### src/rtl/keypad_scan_fsm.sv
// keypad_scan_fsm: NUM_ROWS x NUM_COLS matrix-keypad scanner with press/release
// debounce, encoded key code output and optional typematic auto-repeat.
//
// Ports:
//   clk        in   system clock
//   reset      in   synchronous active-high reset
//   row_synced in   synchronised row lines, 1 = key in strobed column pressed
//   repeat_en  in   enables auto-repeat while a key is held
//   col        out  one-hot column strobe
//   key_code   out  row_idx*NUM_COLS + col_idx of the last accepted key
//   valid_key  out  one-cycle pulse per accepted press or repeat
//   key_held   out  high while a key is accepted and not yet released
module keypad_scan_fsm #(
  parameter int unsigned NUM_ROWS        = 4,
  parameter int unsigned NUM_COLS        = 4,
  parameter int unsigned SCAN_DIV        = 4,
  parameter int unsigned DEBOUNCE_CYCLES = 50000,
  parameter int unsigned REPEAT_DELAY    = 24000000,
  parameter int unsigned REPEAT_PERIOD   = 6000000
) (
  input  logic                                  clk,
  input  logic                                  reset,
  input  logic [NUM_ROWS-1:0]                   row_synced,
  input  logic                                  repeat_en,
  output logic [NUM_COLS-1:0]                   col,
  output logic [$clog2(NUM_ROWS*NUM_COLS)-1:0]  key_code,
  output logic                                  valid_key,
  output logic                                  key_held
);

  localparam int unsigned ROW_W   = (NUM_ROWS > 1) ? $clog2(NUM_ROWS) : 1;
  localparam int unsigned COL_W   = (NUM_COLS > 1) ? $clog2(NUM_COLS) : 1;
  localparam int unsigned KEY_W   = $clog2(NUM_ROWS*NUM_COLS);
  localparam int unsigned SCAN_W  = $clog2(SCAN_DIV);
  localparam int unsigned DEB_W   = $clog2(DEBOUNCE_CYCLES);
  localparam int unsigned REP_MAX = (REPEAT_DELAY > REPEAT_PERIOD) ? REPEAT_DELAY : REPEAT_PERIOD;
  localparam int unsigned REP_W   = (REP_MAX > 1) ? $clog2(REP_MAX) : 1;

  typedef enum logic [2:0] {
    ST_SCAN,
    ST_DEBOUNCE,
    ST_DRIVE,
    ST_HOLD,
    ST_RELEASE
  } state_t;

  state_t            state;
  logic [SCAN_W-1:0] scan_cnt;
  logic [DEB_W-1:0]  deb_cnt;
  logic [REP_W-1:0]  rep_cnt;
  logic              rep_first_done;
  logic [ROW_W-1:0]  row_idx;
  logic [COL_W-1:0]  col_idx;
  logic              row_hit;
  logic [REP_W-1:0]  rep_last;

  // Only the latched row matters once a candidate key is found.
  assign row_hit  = row_synced[row_idx];
  // First repeat waits REPEAT_DELAY held cycles, later ones REPEAT_PERIOD.
  assign rep_last = rep_first_done ? REP_W'(REPEAT_PERIOD - 1) : REP_W'(REPEAT_DELAY - 1);

  // Lowest set row index wins when several rows of one column are active.
  function automatic logic [ROW_W-1:0] lowest_row(input logic [NUM_ROWS-1:0] r);
    lowest_row = '0;
    for (int i = int'(NUM_ROWS) - 1; i >= 0; i--) begin
      if (r[i]) lowest_row = ROW_W'(i);
    end
  endfunction

  // Scanner / debouncer / repeat state machine with registered outputs.
  always_ff @(posedge clk) begin
    if (reset) begin
      state          <= ST_SCAN;
      col            <= NUM_COLS'(1);
      col_idx        <= '0;
      scan_cnt       <= '0;
      deb_cnt        <= '0;
      rep_cnt        <= '0;
      rep_first_done <= 1'b0;
      row_idx        <= '0;
      key_code       <= '0;
      valid_key      <= 1'b0;
      key_held       <= 1'b0;
    end else begin
      valid_key <= 1'b0;
      unique case (state)
        ST_SCAN: begin
          if (scan_cnt == SCAN_W'(SCAN_DIV - 1)) begin
            scan_cnt <= '0;
            if (|row_synced) begin
              row_idx <= lowest_row(row_synced);
              deb_cnt <= '0;
              state   <= ST_DEBOUNCE;
            end else begin
              col     <= {col[NUM_COLS-2:0], col[NUM_COLS-1]};
              col_idx <= (col_idx == COL_W'(NUM_COLS - 1)) ? '0 : col_idx + COL_W'(1);
            end
          end else begin
            scan_cnt <= scan_cnt + SCAN_W'(1);
          end
        end

        ST_DEBOUNCE: begin
          if (!row_hit) begin
            // Bounce: resume scanning the same column from a fresh settle period.
            scan_cnt <= '0;
            state    <= ST_SCAN;
          end else if (deb_cnt == DEB_W'(DEBOUNCE_CYCLES - 1)) begin
            key_code  <= KEY_W'(row_idx) * KEY_W'(NUM_COLS) + KEY_W'(col_idx);
            valid_key <= 1'b1;
            key_held  <= 1'b1;
            state     <= ST_DRIVE;
          end else begin
            deb_cnt <= deb_cnt + DEB_W'(1);
          end
        end

        ST_DRIVE: begin
          rep_cnt        <= '0;
          rep_first_done <= 1'b0;
          state          <= ST_HOLD;
        end

        ST_HOLD: begin
          if (!row_hit) begin
            deb_cnt <= '0;
            state   <= ST_RELEASE;
          end else if (!repeat_en) begin
            rep_cnt        <= '0;
            rep_first_done <= 1'b0;
          end else if (rep_cnt == rep_last) begin
            valid_key      <= 1'b1;
            rep_cnt        <= '0;
            rep_first_done <= 1'b1;
          end else begin
            rep_cnt <= rep_cnt + REP_W'(1);
          end
        end

        ST_RELEASE: begin
          if (row_hit) begin
            // Release bounce: return to HOLD keeping the repeat timing.
            state <= ST_HOLD;
          end else if (deb_cnt == DEB_W'(DEBOUNCE_CYCLES - 1)) begin
            key_held <= 1'b0;
            scan_cnt <= '0;
            state    <= ST_SCAN;
          end else begin
            deb_cnt <= deb_cnt + DEB_W'(1);
          end
        end

        default: state <= ST_SCAN;
      endcase
    end
  end

endmodule
### config.mk
export PLATFORM = sky130hd
export DESIGN_NAME = keypad_scan_fsm
export DESIGN_NICKNAME = d
export VERILOG_FILES = /design/src/rtl/keypad_scan_fsm.sv
export SDC_FILE = /design/constraint.sdc
export NUM_CORES = 1
export LEC_CHECK = 0
export ABC_AREA = 1
export BUFFER_PORTS_ARGS = -buffer_cell sky130_fd_sc_hd__clkbuf_2
export CAP_MARGIN = 20
export CORE_AREA = 2 2 86 88
export DETAILED_ROUTE_END_ITERATION = 8
export DIE_AREA = 0 0 88 90
export MAX_ROUTING_LAYER = met4
export PLACE_DENSITY = 0.71
export SYNTH_ARGS = -nofsm -noshare
export SYNTH_HDL_FRONTEND = slang
export SYNTH_SLANG_ARGS = --single-unit
### constraint.sdc
create_clock -name clk -period 2.8 [get_ports clk]
set_input_delay 0.42 -clock clk [delete_from_list [all_inputs] [get_ports clk]]
set_output_delay 0.42 -clock clk [all_outputs]
set_load 0.05 [all_outputs]
# Yosys cells after proc, flatten, opt, wreduce, memory -nomap -nowiden
# Index checks and enable logic that the tools add are counted.
[classes]
add_sub_neg = 5
n_mul = 0
div_mod_pow = 0
n_lt_le_gt_ge = 1
n_eq_ne = 20
shift = 0
n_mux = 47
bitwise = 1
reduce_logical = 15
[op_table]
columns = ["operator", "n"]
rows = [
  ["$mux 25", 4],
  ["$mux 16", 6],
  ["$pmux 16 s4", 1],
  ["$pmux 25 s2", 1],
  ["$add 25x1->25 const B", 1],
  ["$eq 25x25->1", 1],
  ["$mux 3", 7],
  ["$mux 2", 9],
  ["$ne 2x2->1 const B", 9],
  ["$add 16x1->16 const B", 1],
  ["$eq 16x16->1 const B", 1],
  ["$pmux 3 s5", 1],
  ["$mux 1", 13],
  ["$reduce_and 3->1", 4],
  ["$reduce_and 5->1", 2],
  ["$ne 3x3->1 const B", 3],
  ["$eq 3x2->1 const B", 2],
  ["$pmux 1 s2", 3],
  ["$pmux 2 s3", 1],
  ["$reduce_and 6->1", 1],
  ["$add 2x1->2 const B", 2],
  ["$add 4x2->4", 1],
  ["$eq 2x2->1 const B", 2],
  ["$reduce_and 4->1", 1],
  ["11 further kinds", 12],
]
[word_totals]
ff_bits = 61
latchBits = 0
ram_bits = 0
romBits = 0
inputBits = 7
out_inout_bits = 10
n_memories = 0

# Longest topological paths before layout
[logic_depth]
depth_word = 6
depth_mapped = 12

# Least setup slack after synthesis
# Ideal clock, no wire load.
[synth_timing]
path_type = "register -> register"
start = "reg rep_cnt[0]"
end = "reg rep_cnt[18]"
setup_ns = 0.118
t_arrival_ns = 1.429
t_required_ns = 2.682
setup_slack_ns = 1.253
path_stages_with_launch = 12
n_path_buf = 1
synth_period_minus_slack_ns = 1.547
cell_sequence = "dfxtp_1 ha_1 nand3_2 nor2_4 nand2_2 nor2_4 nand2_2 nand2_2 nand2_4 buf_6 nand3_1 nor2_1"
[synth_via]
elab_chain_len = 5
[synth_lines]
columns = ["item", "line_no", "text"]
rows = [
  ["start, declared", "50", "logic [REP_W-1:0] rep_cnt;"],
  ["start signal, assigned", "136", "rep_cnt <= rep_cnt + REP_W'(1);"],
  ["$add 25x1->25 / $eq 25x25->1 (equally long branches)", "136, 131", ""],
  ["$mux 25 (*)", "131", "end else if (rep_cnt == rep_last) begin"],
  ["$mux 25 (*)", "128", "end else if (!repeat_en) begin"],
  ["$mux 25 (*)", "125", "if (!row_hit) begin"],
  ["$pmux 25 s2 (*)", "86", "unique case (state)"],
]
# Mark *: on every way between the ends. The rest lies on a longest branch, timed or not. The select of a mux whose other input is x is not followed.
# A chain may end at the register's enable or synchronous reset.

# Final worst setup path
[layout_timing]
start = "reg rep_cnt[0]"
end = "reg rep_cnt[14]"
# The elaborated chain is that of the path after synthesis.

==> metrics.txt <==
Syn Nets roughly 600; RSZ-0062 raised after global routing false; Die X 88 um; # diodes 0; post-synth top area cell dfxtp_1; detailed-route via count 3,691; TritonCTS Sinks 61; NetSw 686 uW; Post-CTS Repair Setup Buffers 0; top-count cell post-synth nand2_1; remaining antenna violation count 0; Main synth FF type dfxtp_1; Pint around 1.5 mW; CTS tree yes; WP data required 3030 ps; Clock Tree Root clkbuf_8; Post-route DRC 0; Routed WL per cell 12.0 um; final wirelength about 8.5 mm; Mapped Cells 591; Post-synth EDFFs 0; Hold Buf Count CTS 0; mapped cell area 3760 um2; setup violators final 0; first-pass GRT wire length 14.9 mm; Sw Ratio a little under a third; Hold Fails Final Rpt 0; Clk pwr share 40.3%; clk_lat worst skew 340 ps; row cnt 31; Max Cap Violations 0; crit-path max FO 15; grt total ovfl 0; die area between 7000 and 8000 um2; Pwr Density 533 nW/um2; Arr. time, crit path 2100 ps; dpl cell area approximately 4000 um2; crit start category flop; I/O pin cnt 17; crit path kind reg2reg; Hold Crit Class in2reg; IO Port Bufs 16; peak supply drop 428 uV; Resized cells post-CTS 0; Ys Warns 0; fin area around 4100 um2; routability cong. 0.964; sequential area share after synthesis 32.5%; Layout area overhead 9.62%; relative slew slack 67.6%; post-synthesis async set-or-reset flop share 0%; Critical Path End Type flop; Comb power frac 18.0%; Detailed Routing Iterations Pass 1 5; Flop pwr share 41.7%; vias in the first global route between 3,000 and 4,000; CTS max path bufs 2; Synth top area share 32.5%; crit path time final 1870 ps; initial antenna violation count 0; final clock period utilization by the worst path 66.8%; H-tree depth 3; synth unique cells 38; nets@finish 618; synth top area cells dfxtp_1 (33%), nand2_1 (12%), nor2_1 (10%), inv_1 (8.1%), nand3_1 (5.5%); share of cells above drive strength 1 11.6%; Inserted Clock Buffers 9; post-route setup TNS 0 ps; Least-Margin Pin Slew between 400 and 500 ps; Worst-path clk slew 80 ps; leakage power 1.68 nW; f_max 534 MHz; overall global routing resource usage a little under a quarter; Die H 90 um; Final Max Slew Viols 0; DR vias/cell between 5 and 6; Synth Register Bits 61; Mean Syn Cell Area 6.36 um2; Fin Hold WS 380 ps; core area 7020 um2; status finished, final reports clean; DP HPWL 6.09 mm; drt initial violations 313; most frequent cells after synthesis nand2_1 (121), nor2_1 (103), inv_1 (81); largest net degree at the start of global routing 28; Initial Util 53.5%; skew final a little under 9 ps
## state kept, by name, indices dropped and copies added (netlist names), 2 cells and up
register,cells
col_idx,2
col,4
state,3
row_idx,2
scan_cnt,2
rep_cnt,25
key_code,4
deb_cnt,16
## cells by family after synthesis
logic type	Yosys count	share of synthesized area, %
AOI/OAI and AO/OA	72	9.79
xor gates and xnor gates	9	2.10
adders and majority gates	4	1.33
buffers and inverters	101	10.9
DFF	61	32.5
and+or+nand+nor	344	43.4
## final cells by class
| type | instances | area, um2 |
|---|---|---|
| well taps | 99 | 124 |
| fillers | 679 | 2900 |
| inverters | 88 | 330 |
| repair buffers | 18 | 95.1 |
| clock buffers | 9 | 124 |
| flip-flops and latches | 61 | 1220 |
| clock inverters | 7 | 98.8 |
| multi-input cells | 429 | 2130 |
## critical path: stages (launching register included)
cell and delay (ps):
dfxtp_1 370, ha_1 210, nand3_2 130, nor2_4 130
nand2_2 100, nor2_4 130, nand2_2 100, nand2_2 110
nand2_4 150, nand2_2 240, nor3_1 80
## through the flow
step,std cells,setup WS (ps),utilization [%],power (mW)
3_3_place_gp,695,953,55.5,1.32
6_report,711,929,58.7,2.20
4_1_cts,711,944,58.7,2.21
2_1_floorplan,591,1250,-,1.26
3_5_place_dp,695,952,55.5,1.33
5_1_grt,711,750,58.7,2.30
## layout by cell type (no fill, tap or decap), drive strengths merged
cell type  netlist  routed
nand2          132     132
nor2           111     111
inv             87      88
dfxtp           61      61
nand3           50      50
a21oi           35      35
o21ai           33      33
nor3            25      25
clkbuf           6      25
nand4           17      17
xor2             9       9
ha               4       4
or2              4       4
clkinv           1       4
nand3b           2       2
a31oi            2       2
bufinv           0       2
buf              7       2
and3             1       1
nor3b            1       1
o21bai           1       1
and2             1       1
a211oi           1       1
clkinvlp         0       1
## path summary, 6_finish.rpt
path | cells past startpoint | slack, ps | start | to
worst min-delay path | 4 | 380 | row_synced[0] | row_idx[0]
worst max register to register | 10 | 930 | rep_cnt[0] | rep_cnt[14]
worst min register to register | 2 | 490 | key_code[0] | key_code[0]
worst max-delay path | 10 | 930 | rep_cnt[0] | rep_cnt[14]
## routing by layer
metal  global-route usage, %  share of wire [%]
met5                       -                  0
met4                    7.95                1.9
met3                    5.42                5.6
met2                    35.4                 44
met1                    31.6                 48
## power groups by stage
stage	Sequential, mW	Clock (mW)	Combinational, mW
after detailed placement	0.936	0	0.390
after floorplan	0.934	0	0.327
after CTS	0.915	0.903	0.391
after global placement	0.935	0	0.381
after global routing	0.918	0.933	0.453
final	0.916	0.886	0.396
No activity file was read; power rests on OpenSTA's default activity.
